==> config.mk <==
export PLATFORM = sky130hd
export DESIGN_NAME = ofm_writeback_ctrl
export DESIGN_NICKNAME = d
export VERILOG_FILES = /design/src/rtl/ofm_ctrl_pkg.sv /design/src/rtl/ofm_writeback_ctrl_rr_arbiter.sv /design/src/rtl/ofm_writeback_ctrl.sv
export SDC_FILE = /design/constraint.sdc
export NUM_CORES = 1
export LEC_CHECK = 0
export BUFFER_PORTS_ARGS = -buffer_cell sky130_fd_sc_hd__clkbuf_2
export CORE_MARGIN = 5
export CORE_UTILIZATION = 28
export CTS_CLUSTER_DIAMETER = 50
export CTS_CLUSTER_SIZE = 28
export DETAILED_ROUTE_END_ITERATION = 12
export HOLD_SLACK_MARGIN = 0.06
export MAX_ROUTING_LAYER = met4
export PLACE_DENSITY = 0.47
export SLEW_MARGIN = 5
export SYNTH_ARGS = -nofsm -noshare
export SYNTH_HDL_FRONTEND = slang
export SYNTH_HIERARCHICAL = 1
export SYNTH_SLANG_ARGS = --single-unit
==> constraint.sdc <==
create_clock -name clk -period 5.1 [get_ports clk]
set_input_delay 0.255 -clock clk [delete_from_list [all_inputs] [get_ports clk]]
set_output_delay 0.255 -clock clk [all_outputs]
set_load 0.05 [all_outputs]
==> src/rtl/ofm_ctrl_pkg.sv <==
// ----------------------------------------------------------------------------
// ofm_ctrl_pkg
//   Shared definitions for the OFM write-back controller: the FSM state
//   encoding, default activation packing geometry and the derived OFM word
//   width.
// ----------------------------------------------------------------------------
package ofm_ctrl_pkg;

  // Default packing geometry: PACK activations of OUT_WIDTH bits per word.
  localparam int PACK_DEF      = 4;
  localparam int OUT_WIDTH_DEF = 8;
  localparam int WORD_WIDTH    = PACK_DEF * OUT_WIDTH_DEF;

  // Legacy-compatible state constants; the enum below uses the same codes.
  localparam logic [1:0] ST_IDLE  = 2'd0;
  localparam logic [1:0] ST_RUN   = 2'd1;
  localparam logic [1:0] ST_FLUSH = 2'd2;
  localparam logic [1:0] ST_DONE  = 2'd3;

  typedef enum logic [1:0] {
    IDLE  = ST_IDLE,
    RUN   = ST_RUN,
    FLUSH = ST_FLUSH,
    DONE  = ST_DONE
  } state_t;

endpackage

==> src/rtl/ofm_writeback_ctrl_rr_arbiter.sv <==
// ----------------------------------------------------------------------------
// rr_arbiter
//   Round-robin arbiter with a rotating priority pointer. The search starts at
//   the pointer; after a channel is granted and advance is asserted, the
//   pointer moves to the channel after the granted one.
// Ports:
//   clk, rst_n : clock, asynchronous active-low reset (pointer -> 0)
//   clear      : synchronous pointer clear (new job)
//   req        : per-channel request vector
//   advance    : the current grant was taken; rotate the pointer
//   gnt        : one-hot combinational grant (all zero when req is zero)
// ----------------------------------------------------------------------------
module rr_arbiter #(
  parameter int NUM_CH = 4
) (
  input  logic              clk,
  input  logic              rst_n,
  input  logic              clear,
  input  logic [NUM_CH-1:0] req,
  input  logic              advance,
  output logic [NUM_CH-1:0] gnt
);

  localparam int PTR_W = (NUM_CH > 1) ? $clog2(NUM_CH) : 1;

  logic [PTR_W-1:0] ptr_reg;
  logic [PTR_W-1:0] ptr_next;
  logic [PTR_W-1:0] gnt_idx;
  logic [PTR_W-1:0] idx;
  logic             found;

  // Scan channels in priority order starting at the pointer; first hit wins.
  always_comb begin
    gnt     = '0;
    gnt_idx = '0;
    idx     = '0;
    found   = 1'b0;
    for (int k = 0; k < NUM_CH; k++) begin
      idx = PTR_W'((int'(ptr_reg) + k) % NUM_CH);
      if (!found && req[idx]) begin
        gnt[idx] = 1'b1;
        gnt_idx  = idx;
        found    = 1'b1;
      end
    end
  end

  always_comb begin
    ptr_next = (int'(gnt_idx) == NUM_CH - 1) ? '0 : gnt_idx + PTR_W'(1);
  end

  always_ff @(posedge clk or negedge rst_n) begin
    if (!rst_n) begin
      ptr_reg <= '0;
    end else if (clear) begin
      ptr_reg <= '0;
    end else if (advance) begin
      ptr_reg <= ptr_next;
    end
  end

endmodule

==> src/rtl/ofm_writeback_ctrl.sv <==
// ----------------------------------------------------------------------------
// ofm_writeback_ctrl
//   Feeds accumulator channels, one element per cycle in round-robin order,
//   into the shared quantization/ReLU unit, packs the returned 8-bit
//   activations into PACK-lane words and writes them to consecutive OFM
//   buffer addresses starting at base_addr.
// Ports:
//   clk, rst_n          : clock, asynchronous active-low reset
//   start               : job start pulse (accepted only in IDLE)
//   base_addr           : first OFM word address (sampled on start)
//   elem_count          : number of elements in the job (sampled on start)
//   req / acc_data      : per-channel request and accumulator value
//   gnt                 : one-hot combinational grant; element taken this edge
//   act_valid/act_data  : registered input strobe/data to the activation unit
//   act_out/act_done    : activation result and its valid strobe
//   wr_en/wr_addr/wr_data : OFM buffer write port
//   busy                : job in progress (RUN or FLUSH)
//   done                : one-cycle job completion pulse
// ----------------------------------------------------------------------------
module ofm_writeback_ctrl
  import ofm_ctrl_pkg::*;
#(
  parameter int NUM_CH     = 4,
  parameter int ACC_WIDTH  = 32,
  parameter int OUT_WIDTH  = OUT_WIDTH_DEF,
  parameter int PACK       = PACK_DEF,
  parameter int ADDR_WIDTH = 12,
  parameter int CNT_WIDTH  = 16
) (
  input  logic                               clk,
  input  logic                               rst_n,
  input  logic                               start,
  input  logic [ADDR_WIDTH-1:0]              base_addr,
  input  logic [CNT_WIDTH-1:0]               elem_count,
  input  logic [NUM_CH-1:0]                  req,
  input  logic [NUM_CH-1:0][ACC_WIDTH-1:0]   acc_data,
  output logic [NUM_CH-1:0]                  gnt,
  output logic                               act_valid,
  output logic [ACC_WIDTH-1:0]               act_data,
  input  logic [OUT_WIDTH-1:0]               act_out,
  input  logic                               act_done,
  output logic                               wr_en,
  output logic [ADDR_WIDTH-1:0]              wr_addr,
  output logic [PACK*OUT_WIDTH-1:0]          wr_data,
  output logic                               busy,
  output logic                               done
);

  localparam int WORD_W = PACK * OUT_WIDTH;
  localparam int LANE_W = (PACK > 1) ? $clog2(PACK) : 1;

  state_t                  state_reg, state_next;
  logic [ADDR_WIDTH-1:0]   base_reg;
  logic [CNT_WIDTH-1:0]    count_reg;
  logic [CNT_WIDTH-1:0]    issued_reg;
  logic [CNT_WIDTH-1:0]    received_reg;
  logic [ADDR_WIDTH-1:0]   word_cnt_reg;
  logic [LANE_W-1:0]       lane_reg;
  logic [WORD_W-1:0]       pack_reg;
  logic [WORD_W-1:0]       pack_next;
  logic [OUT_WIDTH-1:0]    lane_next [PACK];

  logic                    act_valid_reg;
  logic [ACC_WIDTH-1:0]    act_data_reg;
  logic                    wr_en_reg;
  logic [ADDR_WIDTH-1:0]   wr_addr_reg;
  logic [WORD_W-1:0]       wr_data_reg;
  logic                    done_reg;

  logic                    start_accept;
  logic                    issue_en;
  logic [NUM_CH-1:0]       arb_req;
  logic [NUM_CH-1:0]       arb_gnt;
  logic                    grant_any;
  logic [ACC_WIDTH-1:0]    granted_data;
  logic                    recv_en;
  logic                    last_elem;
  logic                    word_full;

  assign start_accept = (state_reg == IDLE) && start;
  // Requests only reach the arbiter while elements remain to be issued.
  assign issue_en     = (state_reg == RUN) && (issued_reg != count_reg);
  assign arb_req      = req & {NUM_CH{issue_en}};
  assign grant_any    = |arb_gnt;

  rr_arbiter #(
    .NUM_CH (NUM_CH)
  ) u_arb (
    .clk     (clk),
    .rst_n   (rst_n),
    .clear   (start_accept),
    .req     (arb_req),
    .advance (grant_any),
    .gnt     (arb_gnt)
  );

  // One-hot grant makes an OR-reduction mux sufficient.
  always_comb begin
    granted_data = '0;
    for (int i = 0; i < NUM_CH; i++) begin
      if (arb_gnt[i]) begin
        granted_data = granted_data | acc_data[i];
      end
    end
  end

  assign recv_en   = act_done && ((state_reg == RUN) || (state_reg == FLUSH));
  assign last_elem = (received_reg + CNT_WIDTH'(1)) == count_reg;
  assign word_full = recv_en && ((lane_reg == LANE_W'(PACK - 1)) || last_elem);

  // Pack register with the incoming activation dropped into its lane.
  genvar gi;
  generate
    for (gi = 0; gi < PACK; gi++) begin : g_lane
      assign lane_next[gi] = (recv_en && (lane_reg == LANE_W'(gi)))
                             ? act_out
                             : pack_reg[gi*OUT_WIDTH +: OUT_WIDTH];
    end
  endgenerate

  always_comb begin
    pack_next = '0;
    for (int i = 0; i < PACK; i++) begin
      pack_next[i*OUT_WIDTH +: OUT_WIDTH] = lane_next[i];
    end
  end

  // The job ends on the edge that receives its last element; the final
  // write strobe is registered on that same edge.
  always_comb begin
    state_next = state_reg;
    case (state_reg)
      IDLE:    if (start) state_next = (elem_count == '0) ? DONE : RUN;
      RUN:     if (grant_any && ((issued_reg + CNT_WIDTH'(1)) == count_reg))
                 state_next = FLUSH;
      FLUSH:   if (recv_en && last_elem) state_next = DONE;
      DONE:    state_next = IDLE;
      default: state_next = IDLE;
    endcase
  end

  always_ff @(posedge clk or negedge rst_n) begin
    if (!rst_n) begin
      state_reg     <= IDLE;
      base_reg      <= '0;
      count_reg     <= '0;
      issued_reg    <= '0;
      received_reg  <= '0;
      word_cnt_reg  <= '0;
      lane_reg      <= '0;
      pack_reg      <= '0;
      act_valid_reg <= 1'b0;
      act_data_reg  <= '0;
      wr_en_reg     <= 1'b0;
      wr_addr_reg   <= '0;
      wr_data_reg   <= '0;
      done_reg      <= 1'b0;
    end else begin
      state_reg     <= state_next;
      // done trails the DONE state by one cycle: a zero-length job pulses
      // done two cycles after start, a normal job four after its last grant.
      done_reg      <= (state_reg == DONE);
      act_valid_reg <= grant_any;
      if (grant_any) begin
        act_data_reg <= granted_data;
      end
      wr_en_reg <= 1'b0;

      if (start_accept) begin
        base_reg     <= base_addr;
        count_reg    <= elem_count;
        issued_reg   <= '0;
        received_reg <= '0;
        word_cnt_reg <= '0;
        lane_reg     <= '0;
        pack_reg     <= '0;
      end else begin
        if (grant_any) begin
          issued_reg <= issued_reg + CNT_WIDTH'(1);
        end
        if (recv_en) begin
          received_reg <= received_reg + CNT_WIDTH'(1);
          if (word_full) begin
            wr_en_reg    <= 1'b1;
            wr_addr_reg  <= base_reg + word_cnt_reg;  // wraps modulo 2^ADDR_WIDTH
            wr_data_reg  <= pack_next;
            word_cnt_reg <= word_cnt_reg + ADDR_WIDTH'(1);
            lane_reg     <= '0;
            pack_reg     <= '0;
          end else begin
            lane_reg     <= lane_reg + LANE_W'(1);
            pack_reg     <= pack_next;
          end
        end
      end
    end
  end

  assign gnt       = arb_gnt;
  assign act_valid = act_valid_reg;
  assign act_data  = act_data_reg;
  assign wr_en     = wr_en_reg;
  assign wr_addr   = wr_addr_reg;
  assign wr_data   = wr_data_reg;
  assign busy      = (state_reg == RUN) || (state_reg == FLUSH);
  assign done      = done_reg;

endmodule

**Yosys cells after proc, flatten, opt, wreduce, memory -nomap -nowiden**

Index checks and enable logic that the tools add are counted.

- Register bits: 189
- Bits in latches: 0
- Memory bits (writable): 0
- ROM bits: 0
- Bits of input ports: 172
- Output and inout bits: 84
- Word-level logic and storage cells: 144
- Memories kept: 0

- Add/sub/neg operators: 9
- Multiply operators: 0
- Divide/modulo/power cells: 0
- $lt $le $gt $ge: 8
- Eq/ne operators: 13
- Shift-type cells: 0
- Multiplexer cells: 59
- Bitwise gates (word level): 8
- Reductions and logical operators: 32

Operators with widths:

| kind | number |
|---|---|
| 32-bit two-way mux | 7 |
| 32-bit bitwise OR | 3 |
| 16-bit two-way mux | 4 |
| 12-bit two-way mux | 3 |
| 16-bit by 1-bit adder with 16-bit output (second input constant) | 2 |
| 16-bit == test | 2 |
| 8-bit two-way mux | 4 |
| 2-bit two-way mux | 14 |
| 1-bit logical AND | 17 |
| 16-bit zero test | 1 |
| 4-bit two-way mux | 4 |
| 16-bit != test | 1 |
| 1-bit two-way mux | 14 |
| 12-bit by 1-bit adder with 12-bit output (second input constant) | 1 |
| 12-bit adder | 1 |
| 2-bit by 3-bit less-than comparator with 1-bit output (second input constant) | 4 |
| 4-bit bitwise OR | 3 |
| 1-bit binary-select mux with 2-bit select | 4 |
| 1-bit demux with 2-bit select | 4 |
| 2-bit == test (second input constant) | 4 |
| 2-bit by 1-bit >= comparator with 1-bit output (second input constant) | 4 |
| 2-bit one-hot mux with 4 select lines | 1 |
| 2-bit by 1-bit adder with 2-bit output (second input constant) | 3 |
| 2-bit by 1-bit == test with 1-bit output (second input constant) | 3 |
| 12 further kinds | 21 |

**Longest topological paths before layout**

Gate-level depths: netlist of the first run.

- Depth after elaboration: 22
- Mapped depth: 20
- Mapped depth without buffers: 18

**Cells and area by module**

The synthesis of the first run kept the hierarchy.

By module, submodules not included:

| module | times used | cells each | area each (µm²) |
|---|---|---|---|
| ofm_writeback_ctrl | 1 | 1073 | 10311.1 |
| rr_arbiter | 1 | 56 | 505.5 |

**Worst setup path after synthesis of the first run**

No wires, ideal clock.

- Path kind: flip-flop to flip-flop
- From: register count_reg[6]
- To: register u_arb.ptr_reg[1]
- Setup time: 0.104 ns
- Arrival time: 5.068 ns
- Data required time: 4.996 ns
- Setup slack: -0.072 ns
- Cell stages (with the launch flop): 20
- Buffers on the path: 5
- Cell sequence: dfrtp_1 -> clkbuf_1 -> xnor2_1 -> nand4_1 -> nor4_1 -> a31oi_1 -> and2_1 -> mux4_2 -> nor2b_4 -> a22oi_1 -> o21ai_1 -> clkbuf_1 -> nor4_1 -> inv_1 -> clkbuf_1 -> clkbuf_1 -> buf_1 -> inv_1 -> or4_1 -> o311ai_1

- Elaborated cells between the ends (all ways): 38
- Those cells by class: 1 x add/sub; 2 x eq/ne; 22 x mux; 4 x bitwise; 9 x reduce/logical

RTL lines:

| item | RTL line | RTL |
|---|---|---|
| from (decl) | ofm_writeback_ctrl.sv:54 | `logic [CNT_WIDTH-1:0] count_reg;` |
| from (signal assigned) | ofm_writeback_ctrl.sv:171 | `count_reg <= elem_count;` |
| 16-bit != test (*) | ofm_writeback_ctrl.sv:82 | `assign issue_en = (state_reg == RUN) && (issued_reg != count_reg);` |
| 1-bit logical AND (*) | ofm_writeback_ctrl.sv:82 |  |
| 4-bit AND (*) | ofm_writeback_ctrl.sv:83 | `assign arb_req = req & {NUM_CH{issue_en}};` |
| named net arb_req[3] | ofm_writeback_ctrl.sv:72 | `logic [NUM_CH-1:0] arb_req;` |
| 1-bit binary-select mux with 2-bit select | ofm_writeback_ctrl_rr_arbiter.sv:40 | `if (!found && req[idx]) begin` |
| 1-bit two-way mux (not written as such) | ofm_writeback_ctrl_rr_arbiter.sv:40 |  |
| 1-bit two-way mux | ofm_writeback_ctrl_rr_arbiter.sv:40 |  |
| 1-bit zero test | ofm_writeback_ctrl_rr_arbiter.sv:40 |  |
| (+4 left out) | n/a |  |
| 1-bit two-way mux | ofm_writeback_ctrl_rr_arbiter.sv:40 |  |
| 1-bit zero test | ofm_writeback_ctrl_rr_arbiter.sv:40 |  |
| 1-bit logical AND | ofm_writeback_ctrl_rr_arbiter.sv:40 |  |
| 4-bit two-way mux (*) | ofm_writeback_ctrl_rr_arbiter.sv:40 |  |
| named net gnt[0] | ofm_writeback_ctrl.sv:37 | `output logic [NUM_CH-1:0] gnt,` |
| 4-bit OR reduction (*) | ofm_writeback_ctrl.sv:84 | `assign grant_any = \|arb_gnt;` |
| named net grant_any | ofm_writeback_ctrl.sv:74 | `logic grant_any;` |
| 2-bit nonzero test (no line) (*) | n/a |  |
| to (signal assigned) | ofm_writeback_ctrl_rr_arbiter.sv:58 | `ptr_reg <= ptr_next;` |
| to (decl) | ofm_writeback_ctrl_rr_arbiter.sv:26 | `logic [PTR_W-1:0] ptr_reg;` |

Mark *: on every way through the listed nets, which the timed path passes. The rest lies on a longest branch. The select of a mux whose other input is x is not followed.
A chain may end at the register's enable or synchronous reset.

**Worst setup path after layout of the first run**

- From: register issued_reg[9]
- To: register u_arb.ptr_reg[1]

- Word-level cells in the longest chain between the ends: 19
- Elaborated cells between the ends (all ways): 38
- Those cells by class: 1 x add/sub; 2 x eq/ne; 22 x mux; 4 x bitwise; 9 x reduce/logical

Ends and longest elaborated chain:

| item | RTL line | RTL |
|---|---|---|
| from (decl) | ofm_writeback_ctrl.sv:55 | `logic [CNT_WIDTH-1:0] issued_reg;` |
| from (signal assigned) | ofm_writeback_ctrl.sv:179 | `issued_reg <= issued_reg + CNT_WIDTH'(1);` |
| 16-bit != test (*) | ofm_writeback_ctrl.sv:82 |  |
| 1-bit logical AND (*) | ofm_writeback_ctrl.sv:82 |  |
| 4-bit AND (*) | ofm_writeback_ctrl.sv:83 |  |
| named net arb_req[3] | ofm_writeback_ctrl.sv:72 |  |
| 1-bit binary-select mux with 2-bit select | ofm_writeback_ctrl_rr_arbiter.sv:40 |  |
| 1-bit two-way mux (not written as such) | ofm_writeback_ctrl_rr_arbiter.sv:40 |  |
| 1-bit two-way mux | ofm_writeback_ctrl_rr_arbiter.sv:40 |  |
| 1-bit zero test | ofm_writeback_ctrl_rr_arbiter.sv:40 |  |
| (+4 left out) | n/a |  |
| 1-bit two-way mux | ofm_writeback_ctrl_rr_arbiter.sv:40 |  |
| 1-bit zero test | ofm_writeback_ctrl_rr_arbiter.sv:40 |  |
| 1-bit logical AND | ofm_writeback_ctrl_rr_arbiter.sv:40 |  |
| 2-bit two-way mux | ofm_writeback_ctrl_rr_arbiter.sv:40 |  |
| 2-bit by 1-bit adder with 2-bit output or 2-bit by 1-bit == test with 1-bit output (tied branches) | ofm_writeback_ctrl_rr_arbiter.sv:49 | `ptr_next = (int'(gnt_idx) == NUM_CH - 1) ? '0 : gnt_idx + PTR_W'(1);` |
| 2-bit two-way mux | ofm_writeback_ctrl_rr_arbiter.sv:49 |  |
| 2-bit two-way mux | ofm_writeback_ctrl_rr_arbiter.sv:57 | `end else if (advance) begin` |
| 2-bit two-way mux | ofm_writeback_ctrl_rr_arbiter.sv:55 | `end else if (clear) begin` |

Marks and branches as above.

==> metrics.cfg, run 1 <==
[logic_synthesis]
async_reset_ff_share_pct=100
netlist_area_mm2=0.0108
ys.flop_type=dfrtp_1
yosys_warnings=6
synth-edff-count=0
ys_types=66
syn-instance-count=1129
syn-mean-instance-area_um2=9.58
ys_ff_latch=189
synth_nets=1331
ys_seq_area_share_pct=43.7

[floorplan]
ioPinCount=256
fp.coreArea_mm2=0.0385
fp.dieW_um=207
dieArea_mm2=0.0427
die_h_um=207
rows=72
start_util_pct=28.1

[routing]
drtIter0Drc=549
first_pass_iters=5
vias=9481
wl_per_cell_um=17.8
totalWireLength_mm=33.8
route.detailed.drc=0
vias_per_cell=4.99
ant_nets=0

[power]
cellPowerDensity_mw_per_mm2=670
power.leakage_nw=6.21
ir_drop_mv=0.595
total_power_w=0.00899

[timing]
fin_crit_sh_pct=86.8
final-hold-violation-count=0
worst_pin_slew_ns=0.943
fmax_ghz=0.226
period_needed_ns=4.43
maxSlewViolCount=0
fin_skew_ns=0.0131
finalSetupTns_ns=0
slew_headroom_pct=36.5
rsz0062_at_grt=no
setup_viol=0

[worst_setup_path]
crit_required_ns=5.45
critPathMaxFanout=77
end_kind=register
worst-setup-path-type=register to register
start_kind=register
reg2reg_setup_slack_ns=0.67
cpPeakStageDelay_ns=0.58
critPathBufInv=3
crit_chain=xnor2_1 > nand4_1 > nor4_1 > a31oi_1 > and2_1 > mux4_2 > nor2b_4 > a22oi_1 > o21ai_2 > nor4_2 > inv_2 > buf_4 > inv_1 > or4_1 > o311ai_1
critPathTopFamily=simple AND/OR/NAND/NOR gates
cp.arrival_ns=4.78
cpMaxStageDelayCell=mux4_2

[grt]
grt-ovfl-total=0
grt_start_max_net_pins=117
grt_first_pass_wirelength_mm=53.4
grt_pass1_vias=9618
antenna_found_initial=0
track_usage_pct=16.2

[clocking]
cts_sinks=189
cts_tree=done
cts_resized=0
postCtsSetupRepairBufs=0
ctsLongestPathBuffers=2
cts_made_buffers=17
clock_latency_ns=0.46
htreeDepth=4
hold_buffers=27
clkTransAtPathRegs_ns=0.08
cts_root_buf=clkbuf_16

[finish]
area_delta_synth_final_pct=24.1
layout-drive-gt1-share_pct=29.1
antennaDiodeCount=0
seq_area_mm2=0.00473
n_fill_cell=4022
multiInputGateArea_mm2=0.00567
final_nets=1572

[status]
outcome=completed

[placed_design]
dp_hpwl_mm=23.9
gp_congestion=0.838
port_buffers=255

[hold_path]
hold_class=primary input to register

[run]
drv_cap=0

worst reg2reg max path, delay by kind of cell (launching register included):
family	cells	cell delay, ns
multiplexers	1	0.59
XOR/XNOR	1	0.31
AO/OA/AOI/OAI	4	0.58
buffers and inverters	3	0.74
AND/OR/NAND/NOR	6	1.62
flip-flops	1	0.47
per-stage QoR:
step,cells,instance area (um^2),hold slack (ns),utilization (%),worst slack (ns)
after global placement,1842,12600,0.321,32.7,0.860
after floorplan,1129,10800,-0.0406,-,0.202
after global routing,1901,13400,0.111,34.9,0.380
after detailed placement,1842,12600,0.323,32.7,0.758
final,1901,13400,0.106,34.9,0.674
after CTS,1901,13400,0.0770,34.9,0.711
final cells by class:
| class | count | area share, % |
|---|---|---|
| Inverter | 23 | 0.653 |
| Sequential cell | 189 | 35.2 |
| Timing Repair Buffer | 298 | 12.7 |
| Multi-Input combinational cell | 841 | 42.3 |
| Clock inverter | 10 | 0.858 |
| Clock buffer | 22 | 3.46 |
| Tap cell | 518 | 4.83 |
metal layers:
metal	up-vias	track usage, %	share of wire (%)
li1	4569	-	-
met1	4688	22.3	48
met2	190	25.0	48
met3	34	2.70	2.9
met4	0	4.09	1.4
met5	-	-	0
where the power goes:
| group | leakage (nW) | internal [W] | total, W | switching [W] |
|---|---|---|---|---|
| Combinational | 3.51 | 0.00168 | 0.00512 | 0.00344 |
| Sequential | 2.42 | 0.00207 | 0.00250 | 0.000430 |
| Clock | 0.276 | 0.000747 | 0.00137 | 0.000619 |
cell usage after synthesis (all sizes together) (4+ instances only):
cell type  number  area share (%)
a22oi          72             5.0
and2            8            0.46
nor3b           4            0.28
or3            13            0.75
a31oi          60             3.6
nand4          36             2.1
nand3          50             2.3
ha             29             3.4
nor2b           4            0.30
dfrtp         189              44
and3           15            0.87
o211ai          7            0.49
inv            23            0.80
nand2         150             5.2
a21oi          29             1.3
xor2           42             3.4
nand4b          6            0.49
buf            22             1.2
nor4           14            0.95
nor3           16            0.79
mux2i          11             1.1
o21ai          26             1.3
clkbuf         53             1.8
or4             6            0.42
nand2b          4            0.23
xnor2          36             2.9
nor2           86             3.1
mux2           77             8.0
cell families (layout without fill, tap and decap cells):
kind of cell,Yosys count,count (layout),share of synthesized area [%]
xor+xnor,78,78,6.32
buf+inv,99,353,4.01
fa+ha+maj,30,30,3.54
mux,90,90,9.49
simple gates,421,421,18.9
flops,189,189,43.7
compound gates,222,222,14.0
cells in the final DEF, fill, tap and decap left out, types with 6 or more instances in the layout:
cell and n:
ha_1 29, o21ai_0 17, clkbuf_16 17, xor2_1 42, and2_1 8, or3_1 13, nor3_1 15, or4_1 6
xnor2_1 36, o211ai_1 7, nor4_1 12, a31oi_1 59, nand4_1 35, inv_1 21, nand2_1 150, nand4b_1 6
a21oi_1 29, dfrtp_1 189, nor2_1 85, a22oi_1 72, dlygate4sd3_1 27, and3_1 15, mux2i_1 10, mux2_2 77
nand3_1 50, o21ai_2 6, buf_4 14, clkbuf_2 254
final timing paths:
| kind | end | from | depth (start not counted) |
|---|---|---|---|
| worst min-delay path | count_reg[0] | elem_count[0] | 3 |
| worst max register to register | u_arb/ptr_reg[1] | issued_reg[9] | 15 |
| worst max-delay path | u_arb/ptr_reg[1] | issued_reg[9] | 15 |
| max in group asynchronous | pack_reg[16] | rst_n | 3 |
| worst min register to register | base_reg[6] | base_reg[6] | 2 |
| min in group asynchronous | act_data[29] | rst_n | 2 |
(Power assumes the default switching activity.)
==> inputs of run 2 (changes only) <==
Settings changed: CORE_ASPECT_RATIO set to 1.25.
==> run 2 against run 1 <==
Against the previous run: critical path depth grew 3; sequential cell count is the same; largest cell class unchanged; die area is essentially flat; setup slack gained 0.054 ns; non-clock buffer count grew 1; clock skew grew 0.0051 ns; via count shrank 0.76%; first-iteration DRC count shrank 4.9%; sequential share of layout area is essentially flat; global-route usage is essentially flat.
==> metrics.cfg, run 2 (same netlist as run 1, synthesis figures left out) <==
[power]
intPower_w=0.00457
clockPowerShare_pct=16.2
power.switching_w=0.00448
ir_drop_mv=0.312
combPwrFrac_pct=56.0
power_frac_seq_pct=27.8
total_power_w=0.00905
power.leakage_nw=6.22
power_switching_share_pct=49.5
cellPowerDensity_mw_per_mm2=674

[floorplan]
ioPinCount=256
start_util_pct=28.3
fp.coreArea_mm2=0.0382
dieArea_mm2=0.0427
rows=80
die_h_um=230
fp.dieW_um=186

[finish]
area_delta_synth_final_pct=24.0
final_common_cell=clkbuf_2
fin_area_mm2=0.0134
final_nets=1573
multiInputGateArea_mm2=0.00567
post-route-util_pct=35.1
n_fill_cell=3976
seq_area_mm2=0.00473
layout-drive-gt1-share_pct=29.3
layout_common_cells=clkbuf_2, dfrtp_1, nand2_1, nor2_1, mux2_2

[clocking]
cts_root_buf=clkbuf_16
htreeDepth=4
clkTransAtPathRegs_ns=0.08
ctsLongestPathBuffers=2
postCtsSetupRepairBufs=0
cts_sinks=189
cts_tree=done
cts_made_buffers=17
clock_latency_ns=0.46

[worst_setup_path]
end_kind=register
reg2reg_setup_slack_ns=0.73
crit_required_ns=5.48
cpPeakStageDelay_ns=0.48
cp.arrival_ns=4.75
start_kind=register
critPathTopFamily=simple AND/OR/NAND/NOR gates
crit_chain=xnor2_1 > nand4_1 > nor4_1 > a31oi_1 > and2_1 > or3_1 > o21ai_1 > a22oi_1 > o21ai_2 > nor4_1 > buf_4 > inv_2 > nand4_1 > nor3_1 > nand4b_1 > o31a_1 > a21oi_1 > mux2i_1
cpMaxStageDelayCell=dfrtp_1
critPathMaxFanout=11
worst-setup-path-type=register to register
critPathBufInv=2

[routing]
wl_per_cell_um=17.9
vias_per_cell=5.01
drtIter0Drc=522
first_pass_iters=5
route.detailed.drc=0
vias=9409
ant_nets=0
totalWireLength_mm=33.7

[hold_path]
hold_class=primary input to register

[timing]
final-hold-violation-count=0
fin_crit_sh_pct=85.7
maxSlewViolCount=0
finalSetupTns_ns=0
fmax_ghz=0.229
rsz0062_at_grt=no
period_needed_ns=4.37
setup_viol=0
slew_headroom_pct=37.2
fin_skew_ns=0.0183
worst_pin_slew_ns=0.942
layout_setup_ws_ns=0.727

[placed_design]
gp_congestion=0.906
port_buffers=255
pre_cts_slack_ns=0.753
dpl_cell_area_mm2=0.0125
dp_hpwl_mm=24.5

[grt]
track_usage_pct=16.2
grt_pass1_vias=9627
antenna_found_initial=1
grt_first_pass_wirelength_mm=53.0
grt_start_max_net_pins=109
grt-ovfl-total=0

[run]
drv_cap=0

[status]
outcome=completed

[run 2: worst register-to-register path, delay by kind of cell, from the launching register on]
| kind | cells | cell delay [ns] |
|---|---|---|
| compound gates | 6 | 1.38 |
| xor+xnor | 1 | 0.32 |
| buf+inv | 2 | 0.36 |
| flops | 1 | 0.48 |
| mux | 1 | 0.20 |
| simple gates | 8 | 1.57 |
[run 2: path summary, 6_finish.rpt]
kind / startpoint / to / cells past startpoint
setup / recovery: issued_reg[9] / state_reg[1] / 18
hold / removal: elem_count[2] / count_reg[2] / 3
setup reg to reg: issued_reg[9] / state_reg[1] / 18
hold reg to reg: base_reg[5] / base_reg[5] / 2
max in group asynchronous: rst_n / wr_data[4] / 3
min in group asynchronous: rst_n / wr_data[19] / 2
[run 2: area by class of cell]
cell class	count	area share (%)
multi-input combinational	841	42.2
clock buffer	19	3.38
clock inverter	13	1.32
inverter	23	0.653
sequential	189	35.3
timing repair buffer	299	12.5
tap	492	4.59
antenna	1	0.0187
[run 2: power groups by stage]
| stage | clock network, W | logic [W] | registers (W) |
|---|---|---|---|
| floorplan | 0 | 0.00301 | 0.00332 |
| global placement | 0 | 0.00506 | 0.00252 |
| detailed placement | 0 | 0.00511 | 0.00254 |
| CTS | 0.00152 | 0.00512 | 0.00252 |
| global route | 0.00157 | 0.00557 | 0.00259 |
| finish | 0.00146 | 0.00507 | 0.00251 |
[run 2: metrics by stage]
| step | std cells | hold slack (ns) |
|---|---|---|
| after floorplan | 1129 | -0.0406 |
| after global placement | 1817 | 0.448 |
| after detailed placement | 1817 | 0.450 |
| after CTS | 1876 | 0.0609 |
| after global routing | 1877 | 0.0761 |
| final | 1877 | 0.0908 |
[run 2: what timing repair did]
action / in CTS / in global routing
hold endpoints to repair: 132 / 0
gates resized for setup: 0 / 0
hold buffers: 27 / 0
[run 2: metal layers]
layer / part of all wire, % / wire (um) / GRT usage, % / vias up
li1: - / - / - / 4583
met1: 41 / 13900 / 19.1 / 4510
met2: 51 / 17200 / 27.3 / 276
met3: 4.6 / 1560 / 2.81 / 40
met4: 3.2 / 1080 / 6.13 / 0
met5: 0 / 0 / - / -
